### config.mk
export PLATFORM = sky130hd
export DESIGN_NAME = sys_coprocessor
export DESIGN_NICKNAME = d
export VERILOG_FILES = /design/src/rtl/cop_pkg.sv /design/src/rtl/cop_timer.sv /design/src/rtl/sys_coprocessor.sv
export SDC_FILE = /design/constraint.sdc
export NUM_CORES = 1
export LEC_CHECK = 0
export ABC_AREA = 1
export CAP_MARGIN = 25
export CORE_MARGIN = 2
export CORE_UTILIZATION = 30
export CTS_CLUSTER_SIZE = 25
export DETAILED_ROUTE_END_ITERATION = 7
export PLACE_DENSITY = 0.5
export SETUP_SLACK_MARGIN = 0.4
export SYNTH_ARGS = -nofsm -noshare
export SYNTH_HDL_FRONTEND = slang
export SYNTH_SLANG_ARGS = --single-unit
### constraint.sdc
create_clock -name clk -period 2.25 [get_ports clk]
set_input_delay 0.225 -clock clk [delete_from_list [all_inputs] [get_ports clk]]
set_output_delay 0.225 -clock clk [all_outputs]
set_load 0.01 [all_outputs]
### src/rtl/cop_pkg.sv
// cop_pkg: shared definitions for the system coprocessor.
//   - Coprocessor register indices (COP_ID .. COP_SCR2)
//   - CTRL bit positions
//   - Handshake FSM state encoding
//   - Default ID value returned by c0
//   - Small decode helpers shared by the register file
package cop_pkg;

  localparam logic [3:0] COP_ID     = 4'd0;
  localparam logic [3:0] COP_CTRL   = 4'd1;
  localparam logic [3:0] COP_CYCLE  = 4'd2;
  localparam logic [3:0] COP_CMP    = 4'd3;
  localparam logic [3:0] COP_STATUS = 4'd4;
  localparam logic [3:0] COP_SCR0   = 4'd5;
  localparam logic [3:0] COP_SCR1   = 4'd6;
  localparam logic [3:0] COP_SCR2   = 4'd7;

  localparam int CTRL_CNT_EN = 0;
  localparam int CTRL_TMR_EN = 1;
  localparam int CTRL_IRQ_EN = 2;

  localparam logic [31:0] COP_ID_DEFAULT = 32'h0C0A_0001;

  typedef enum logic [1:0] {
    ST_IDLE = 2'd0,
    ST_WAIT = 2'd1,
    ST_RESP = 2'd2
  } cop_state_e;

  // Indices 8..15 do not exist.
  function automatic logic cop_illegal_idx(input logic [3:0] crn);
    return crn[3];
  endfunction

  // A write is rejected for a missing register or the read-only ID.
  function automatic logic cop_wr_err(input logic [3:0] crn);
    return crn[3] || (crn == COP_ID);
  endfunction

endpackage

### src/rtl/cop_timer.sv
// cop_timer: cycle counter, compare register and timer-interrupt pending bit.
//   clk, reset      : clock / synchronous active-high reset
//   cnt_en_i        : CTRL count enable (increment CYCLE every cycle)
//   tmr_en_i        : CTRL timer enable (arm CYCLE==CMP match)
//   irq_en_i        : CTRL irq enable (gates pending onto irq_o)
//   cycle_we_i      : write CYCLE with wdata_i this edge
//   cmp_we_i        : write CMP with wdata_i this edge
//   status_we_i     : write STATUS (bit0 is write-1-to-clear)
//   wdata_i         : write data
//   irq_ack_i       : clears the pending bit
//   cycle_o, cmp_o  : current CYCLE / CMP values
//   pending_o       : STATUS.bit0
//   irq_o           : registered pending & irq enable
module cop_timer (
  input  logic        clk,
  input  logic        reset,
  input  logic        cnt_en_i,
  input  logic        tmr_en_i,
  input  logic        irq_en_i,
  input  logic        cycle_we_i,
  input  logic        cmp_we_i,
  input  logic        status_we_i,
  input  logic [31:0] wdata_i,
  input  logic        irq_ack_i,
  output logic [31:0] cycle_o,
  output logic [31:0] cmp_o,
  output logic        pending_o,
  output logic        irq_o
);

  logic [31:0] cycle_q, cycle_d;
  logic [31:0] cmp_q, cmp_d;
  logic        pending_q, pending_d;
  logic        irq_q;
  logic        match;
  logic        clear;

  always_comb begin
    // Match uses the pre-increment counter value.
    match = tmr_en_i && (cycle_q == cmp_q);
    clear = (status_we_i && wdata_i[0]) || irq_ack_i;

    // A software write to CYCLE wins over the increment; wrap is natural.
    cycle_d = cycle_q;
    if (cycle_we_i)    cycle_d = wdata_i;
    else if (cnt_en_i) cycle_d = cycle_q + 32'd1;

    cmp_d = cmp_we_i ? wdata_i : cmp_q;

    // A match on the same edge as a clear keeps the bit set.
    pending_d = pending_q;
    if (match)      pending_d = 1'b1;
    else if (clear) pending_d = 1'b0;
  end

  always_ff @(posedge clk) begin
    if (reset) begin
      cycle_q   <= '0;
      cmp_q     <= '0;
      pending_q <= 1'b0;
      irq_q     <= 1'b0;
    end else begin
      cycle_q   <= cycle_d;
      cmp_q     <= cmp_d;
      pending_q <= pending_d;
      irq_q     <= pending_q && irq_en_i;
    end
  end

  assign cycle_o   = cycle_q;
  assign cmp_o     = cmp_q;
  assign pending_o = pending_q;
  assign irq_o     = irq_q;

endmodule

### src/rtl/sys_coprocessor.sv
// sys_coprocessor: MCR/MRC coprocessor register file behind a valid/ready
// request channel and a valid/ready response channel.
//   Parameters: LAT (0..15 wait cycles between accept and response),
//               ID_VALUE (constant returned by c0)
//   clk, reset            : clock / synchronous active-high reset
//   req_valid/req_ready   : request handshake (ready only in IDLE)
//   req_write             : 1 = MCR write, 0 = MRC read
//   req_crn, req_wdata    : register index and write data
//   rsp_valid/rsp_ready   : response handshake
//   rsp_rdata, rsp_err    : read data (0 for writes/errors), error flag
//   irq, irq_ack          : level timer interrupt and its acknowledge
// Build option: define COP_TIMER_EN to implement CYCLE/CMP/STATUS and irq.
// Without it c2..c4 read 0 and ignore writes, CTRL bits 0-1 read 0 and irq
// is tied low.
module sys_coprocessor
  import cop_pkg::*;
#(
  parameter int          LAT      = 1,
  parameter logic [31:0] ID_VALUE = COP_ID_DEFAULT
) (
  input  logic        clk,
  input  logic        reset,
  input  logic        req_valid,
  output logic        req_ready,
  input  logic        req_write,
  input  logic [3:0]  req_crn,
  input  logic [31:0] req_wdata,
  output logic        rsp_valid,
  input  logic        rsp_ready,
  output logic [31:0] rsp_rdata,
  output logic        rsp_err,
  output logic        irq,
  input  logic        irq_ack
);

  localparam logic [3:0] LAT_M1 = (LAT > 0) ? 4'(LAT - 1) : 4'd0;

`ifdef COP_TIMER_EN
  localparam logic [2:0] CTRL_WMASK = 3'b111;
`else
  localparam logic [2:0] CTRL_WMASK = 3'b100;
`endif

  cop_state_e  state_q;
  logic [3:0]  lat_cnt_q;
  logic        req_ready_q;
  logic        rsp_valid_q;
  logic [31:0] rsp_rdata_q, rsp_rdata_d;
  logic        rsp_err_q, rsp_err_d;
  logic [2:0]  ctrl_q;

  logic        accept;
  logic        wr_acc;
  logic [31:0] rd_data;
  logic [31:0] scratch_rd [3];

  logic [31:0] cycle_w;
  logic [31:0] cmp_w;
  logic        pending_w;
  logic        irq_w;

  assign accept = req_valid && req_ready_q;
  assign wr_acc = accept && req_write;

  // ---------------- Scratch registers c5..c7 ----------------
  for (genvar gi = 0; gi < 3; gi++) begin : g_scr
    localparam logic [3:0] IDX = COP_SCR0 + 4'(gi);
    logic [31:0] scr_q;
    always_ff @(posedge clk) begin
      if (reset)                           scr_q <= '0;
      else if (wr_acc && req_crn == IDX)   scr_q <= req_wdata;
    end
    assign scratch_rd[gi] = scr_q;
  end

  // ---------------- CTRL ----------------
  always_ff @(posedge clk) begin
    if (reset)                            ctrl_q <= '0;
    else if (wr_acc && req_crn == COP_CTRL) ctrl_q <= req_wdata[2:0] & CTRL_WMASK;
  end

  // ---------------- Timer ----------------
`ifdef COP_TIMER_EN
  cop_timer u_timer (
    .clk         (clk),
    .reset       (reset),
    .cnt_en_i    (ctrl_q[CTRL_CNT_EN]),
    .tmr_en_i    (ctrl_q[CTRL_TMR_EN]),
    .irq_en_i    (ctrl_q[CTRL_IRQ_EN]),
    .cycle_we_i  (wr_acc && req_crn == COP_CYCLE),
    .cmp_we_i    (wr_acc && req_crn == COP_CMP),
    .status_we_i (wr_acc && req_crn == COP_STATUS),
    .wdata_i     (req_wdata),
    .irq_ack_i   (irq_ack),
    .cycle_o     (cycle_w),
    .cmp_o       (cmp_w),
    .pending_o   (pending_w),
    .irq_o       (irq_w)
  );
`else
  logic unused_irq_ack;
  assign unused_irq_ack = irq_ack;
  assign cycle_w   = '0;
  assign cmp_w     = '0;
  assign pending_w = 1'b0;
  assign irq_w     = 1'b0;
`endif

  assign irq = irq_w;

  // ---------------- Read decode / response capture ----------------
  always_comb begin
    rd_data = '0;
    case (req_crn)
      COP_ID:     rd_data = ID_VALUE;
      COP_CTRL:   rd_data = {29'd0, ctrl_q};
      COP_CYCLE:  rd_data = cycle_w;
      COP_CMP:    rd_data = cmp_w;
      COP_STATUS: rd_data = {31'd0, pending_w};
      COP_SCR0:   rd_data = scratch_rd[0];
      COP_SCR1:   rd_data = scratch_rd[1];
      COP_SCR2:   rd_data = scratch_rd[2];
      default:    rd_data = '0;
    endcase

    if (req_write) begin
      rsp_rdata_d = '0;
      rsp_err_d   = cop_wr_err(req_crn);
    end else begin
      rsp_rdata_d = rd_data;
      rsp_err_d   = cop_illegal_idx(req_crn);
    end
  end

  // ---------------- Handshake FSM ----------------
  always_ff @(posedge clk) begin
    if (reset) begin
      state_q     <= ST_IDLE;
      lat_cnt_q   <= '0;
      req_ready_q <= 1'b1;
      rsp_valid_q <= 1'b0;
      rsp_rdata_q <= '0;
      rsp_err_q   <= 1'b0;
    end else begin
      case (state_q)
        ST_IDLE: begin
          if (accept) begin
            rsp_rdata_q <= rsp_rdata_d;
            rsp_err_q   <= rsp_err_d;
            req_ready_q <= 1'b0;
            if (LAT > 0) begin
              state_q   <= ST_WAIT;
              lat_cnt_q <= LAT_M1;
            end else begin
              state_q     <= ST_RESP;
              rsp_valid_q <= 1'b1;
            end
          end
        end
        ST_WAIT: begin
          if (lat_cnt_q == 4'd0) begin
            state_q     <= ST_RESP;
            rsp_valid_q <= 1'b1;
          end else begin
            lat_cnt_q <= lat_cnt_q - 4'd1;
          end
        end
        ST_RESP: begin
          if (rsp_ready) begin
            state_q     <= ST_IDLE;
            rsp_valid_q <= 1'b0;
            req_ready_q <= 1'b1;
          end
        end
        default: begin
          state_q     <= ST_IDLE;
          rsp_valid_q <= 1'b0;
          req_ready_q <= 1'b1;
        end
      endcase
    end
  end

  assign req_ready = req_ready_q;
  assign rsp_valid = rsp_valid_q;
  assign rsp_rdata = rsp_rdata_q;
  assign rsp_err   = rsp_err_q;

endmodule

==> results.yml <==
status:
  outcome: "finished clean"
timing:
  finalHoldViolCount: 0
  fin_crit_ns: 1.61
  slew_headroom: 0.519
  clock_skew_ns: 0.00572
  drv_slew: 0
  finalSetupViolations: 0
  worst_pin_slew_ns: 0.721
  fin_crit_sh: 0.716
  max_freq_ghz: 0.621
  rsz0062_at_grt: "false"
  tns_ns: 0
detailed_routing:
  wl_per_cell_um: 14.1
  first_pass_iters: 6
  drt.antenna.violating_nets: 0
  vias: 5057
  vias_per_cell: 4.60
  drt_iter0_markers: 250
  drc: 0
  wirelength_mm: 15.5
synthesis:
  syn_avg_cell_area_um2: 7.09
  synth_nets: 830
  yosysSeqAreaShare: 0.496
  synthDistinctLibCells: 26
  ys_seq_elements: 138
  syn-cell-area_um2: 5570
  ys_warn_count: 0
  postSynthCellCount: 786
cts:
  postCtsSetupRepairBufs: 0
  cts-buffers-inserted: 17
  cts.clk_slew.worst_paths_ns: 0.06
  clock_latency_ns: 0.42
  cts_tree: "built"
  clkSinkCount: 138
  cts_root_buf: "clkbuf_16"
  h-tree-depth: 4
  postCtsResizedCells: 0
  ctsHoldBuffers: 0
  clockBufferDepth: 2
power:
  p_comb_frac: 0.088
  intPower_uw: 4510
  sw_frac_of_total: 0.240
  p_seq_frac: 0.428
  ir_worst_vdd_mv: 0.498
  p_clk_frac: 0.484
  pwr_density_cell_nw_per_um2: 822
  leakage_uw: 0.00307
  p_sw_uw: 1420
worst_setup_path:
  critical_path_class: "reg -> reg"
  end_kind: "flip-flop"
  required_ns: 2.61
  cp_max_fo: 32
  cp-start-kind: "flip-flop"
  crit_arrival_ns: 1.97
flow_run:
  maxCapViolations: 0
die:
  die-area_um2: 19700
  die-width_um: 140
  initial_core_util: 0.308
  dieHeight_um: 140
  placementRows: 49
  ios: 78
  core_um2: 18100
final_layout:
  n_antenna_cell: 0
  fin_util: 0.400
  layout_common_cells: "200 x nor2_1, 167 x nand2_1, 138 x dfxtp_1, 92 x o21ai_0, 79 x nand3_1"
  synthToLayoutAreaGrowth_pct: 29.7
  layout-drive-gt1-share: 0.0805
  final_nets: 901
  layout_commonest_cell: "nor2_1"
grt:
  track_usage: 0.165
  overflow: 0
  use_met1: 0.228
  top_usage_layer: "met2"
  met3_usage: 0.0362
  grt_first_pass_wirelength_mm: 25.7
  antenna_found_initial: 0
  grt_max_degree: 99
  met2_usage: 0.254
  grt_pass1_vias: 4937
min_path:
  hp-class: "reg -> reg"
place:
  hpwl_mm: 9.69
  portBuffers: 75
  place.gp.congestion: 0.744
[power groups by stage]
stage / clock network, µW / registers (µW) / logic, µW
finish: 2870 / 2540 / 520
global route: 3040 / 2550 / 593
detailed placement: 0 / 2600 / 524
global placement: 0 / 2600 / 526
CTS: 2950 / 2540 / 526
floorplan: 0 / 2590 / 287
[path summary, 6_finish.rpt]
check	startpoint	to	slack, ns	cells after the start
max reg2reg	req_ready	g_scr[0].scr_q[11]	0.64	7
min	rsp_rdata[6]	rsp_rdata[6]	0.45	2
max	req_ready	g_scr[0].scr_q[11]	0.64	7
min reg2reg	rsp_rdata[6]	rsp_rdata[6]	0.45	2
[Yosys cell counts]
cell type / instances / share of area
conb_1: 1 / 0.00067
a21oi_2: 1 / 0.0016
nand3_2: 1 / 0.0018
nand2_1: 167 / 0.11
clkinv_1: 2 / 0.0013
buf_4: 4 / 0.0054
nor2_2: 2 / 0.0022
nand3_1: 79 / 0.071
clkbuf_1: 23 / 0.016
nand4_1: 7 / 0.0079
inv_2: 4 / 0.0027
o21ai_1: 10 / 0.0090
o21ai_0: 92 / 0.083
clkbuf_4: 1 / 0.0013
nand2_2: 2 / 0.0022
ha_1: 2 / 0.0045
clkbuf_2: 1 / 0.00090
nor2_1: 200 / 0.13
dfxtp_1: 138 / 0.50
o21a_1: 1 / 0.0013
inv_1: 15 / 0.010
a21oi_1: 7 / 0.0063
nor2_4: 4 / 0.0081
buf_2: 19 / 0.017
a31oi_1: 1 / 0.0011
nor3_1: 2 / 0.0018
[metrics by stage]
stage | hold slack [ns] | power [µW] | area (µm²) | instances | setup slack (ns)
detailed placement | 0.440 | 3120 | 6620 | 1067 | 0.248
finish | 0.448 | 5940 | 7230 | 1099 | 0.639
global placement | 0.439 | 3120 | 6620 | 1067 | 0.253
global route | 0.451 | 6190 | 7230 | 1099 | 0.442
CTS | 0.430 | 6020 | 7230 | 1099 | 0.612
floorplan | 0.294 | 2880 | 5570 | 786 | 0.911
[sequential cells by signal, summed over array words and instances (netlist names)]
register     flops
rsp_valid        1
lat_cnt_q        4
rsp_err          1
ctrl_q           1
g_scr.scr_q     96
state_q          2
rsp_rdata       32
req_ready        1
[area by class of cell]
type                    instances  area [µm²]
fillers                      1874       10900
clock inverters                11         145
well taps                     229         287
flip-flops and latches        138        2760
clock buffers                  21         460
multi-input cells             579        2520
repair buffers                100         976
inverters                      21        78.8
[metal layers]
layer  up-vias  part of all wire
met5         -                 0
met4         0             0.016
met3        21             0.037
met2        92              0.45
met1      2275              0.50
li1       2669                 -
[critical path: stages, from the launching register on]
cell and delay [ns]:
dfxtp_1 0.32, nand2_1 0.09, inv_1 0.08, nand2_1 0.23, nor2_4 0.08, inv_2 0.54
nor2_1 0.08, nor2_1 0.12
[logic make-up (layout without fill, tap and decap cells)]
kind of cell / count (synthesis) / in the layout / synth area share
other: 1 / 1 / 0.000673
adders and majority gates: 2 / 2 / 0.00449
AOI/OAI and AO/OA: 112 / 112 / 0.102
DFF: 138 / 138 / 0.496
and+or+nand+nor: 464 / 464 / 0.342
buffers and inverters: 69 / 153 / 0.0544
Note: power is estimated with default switching activity, not from simulation.
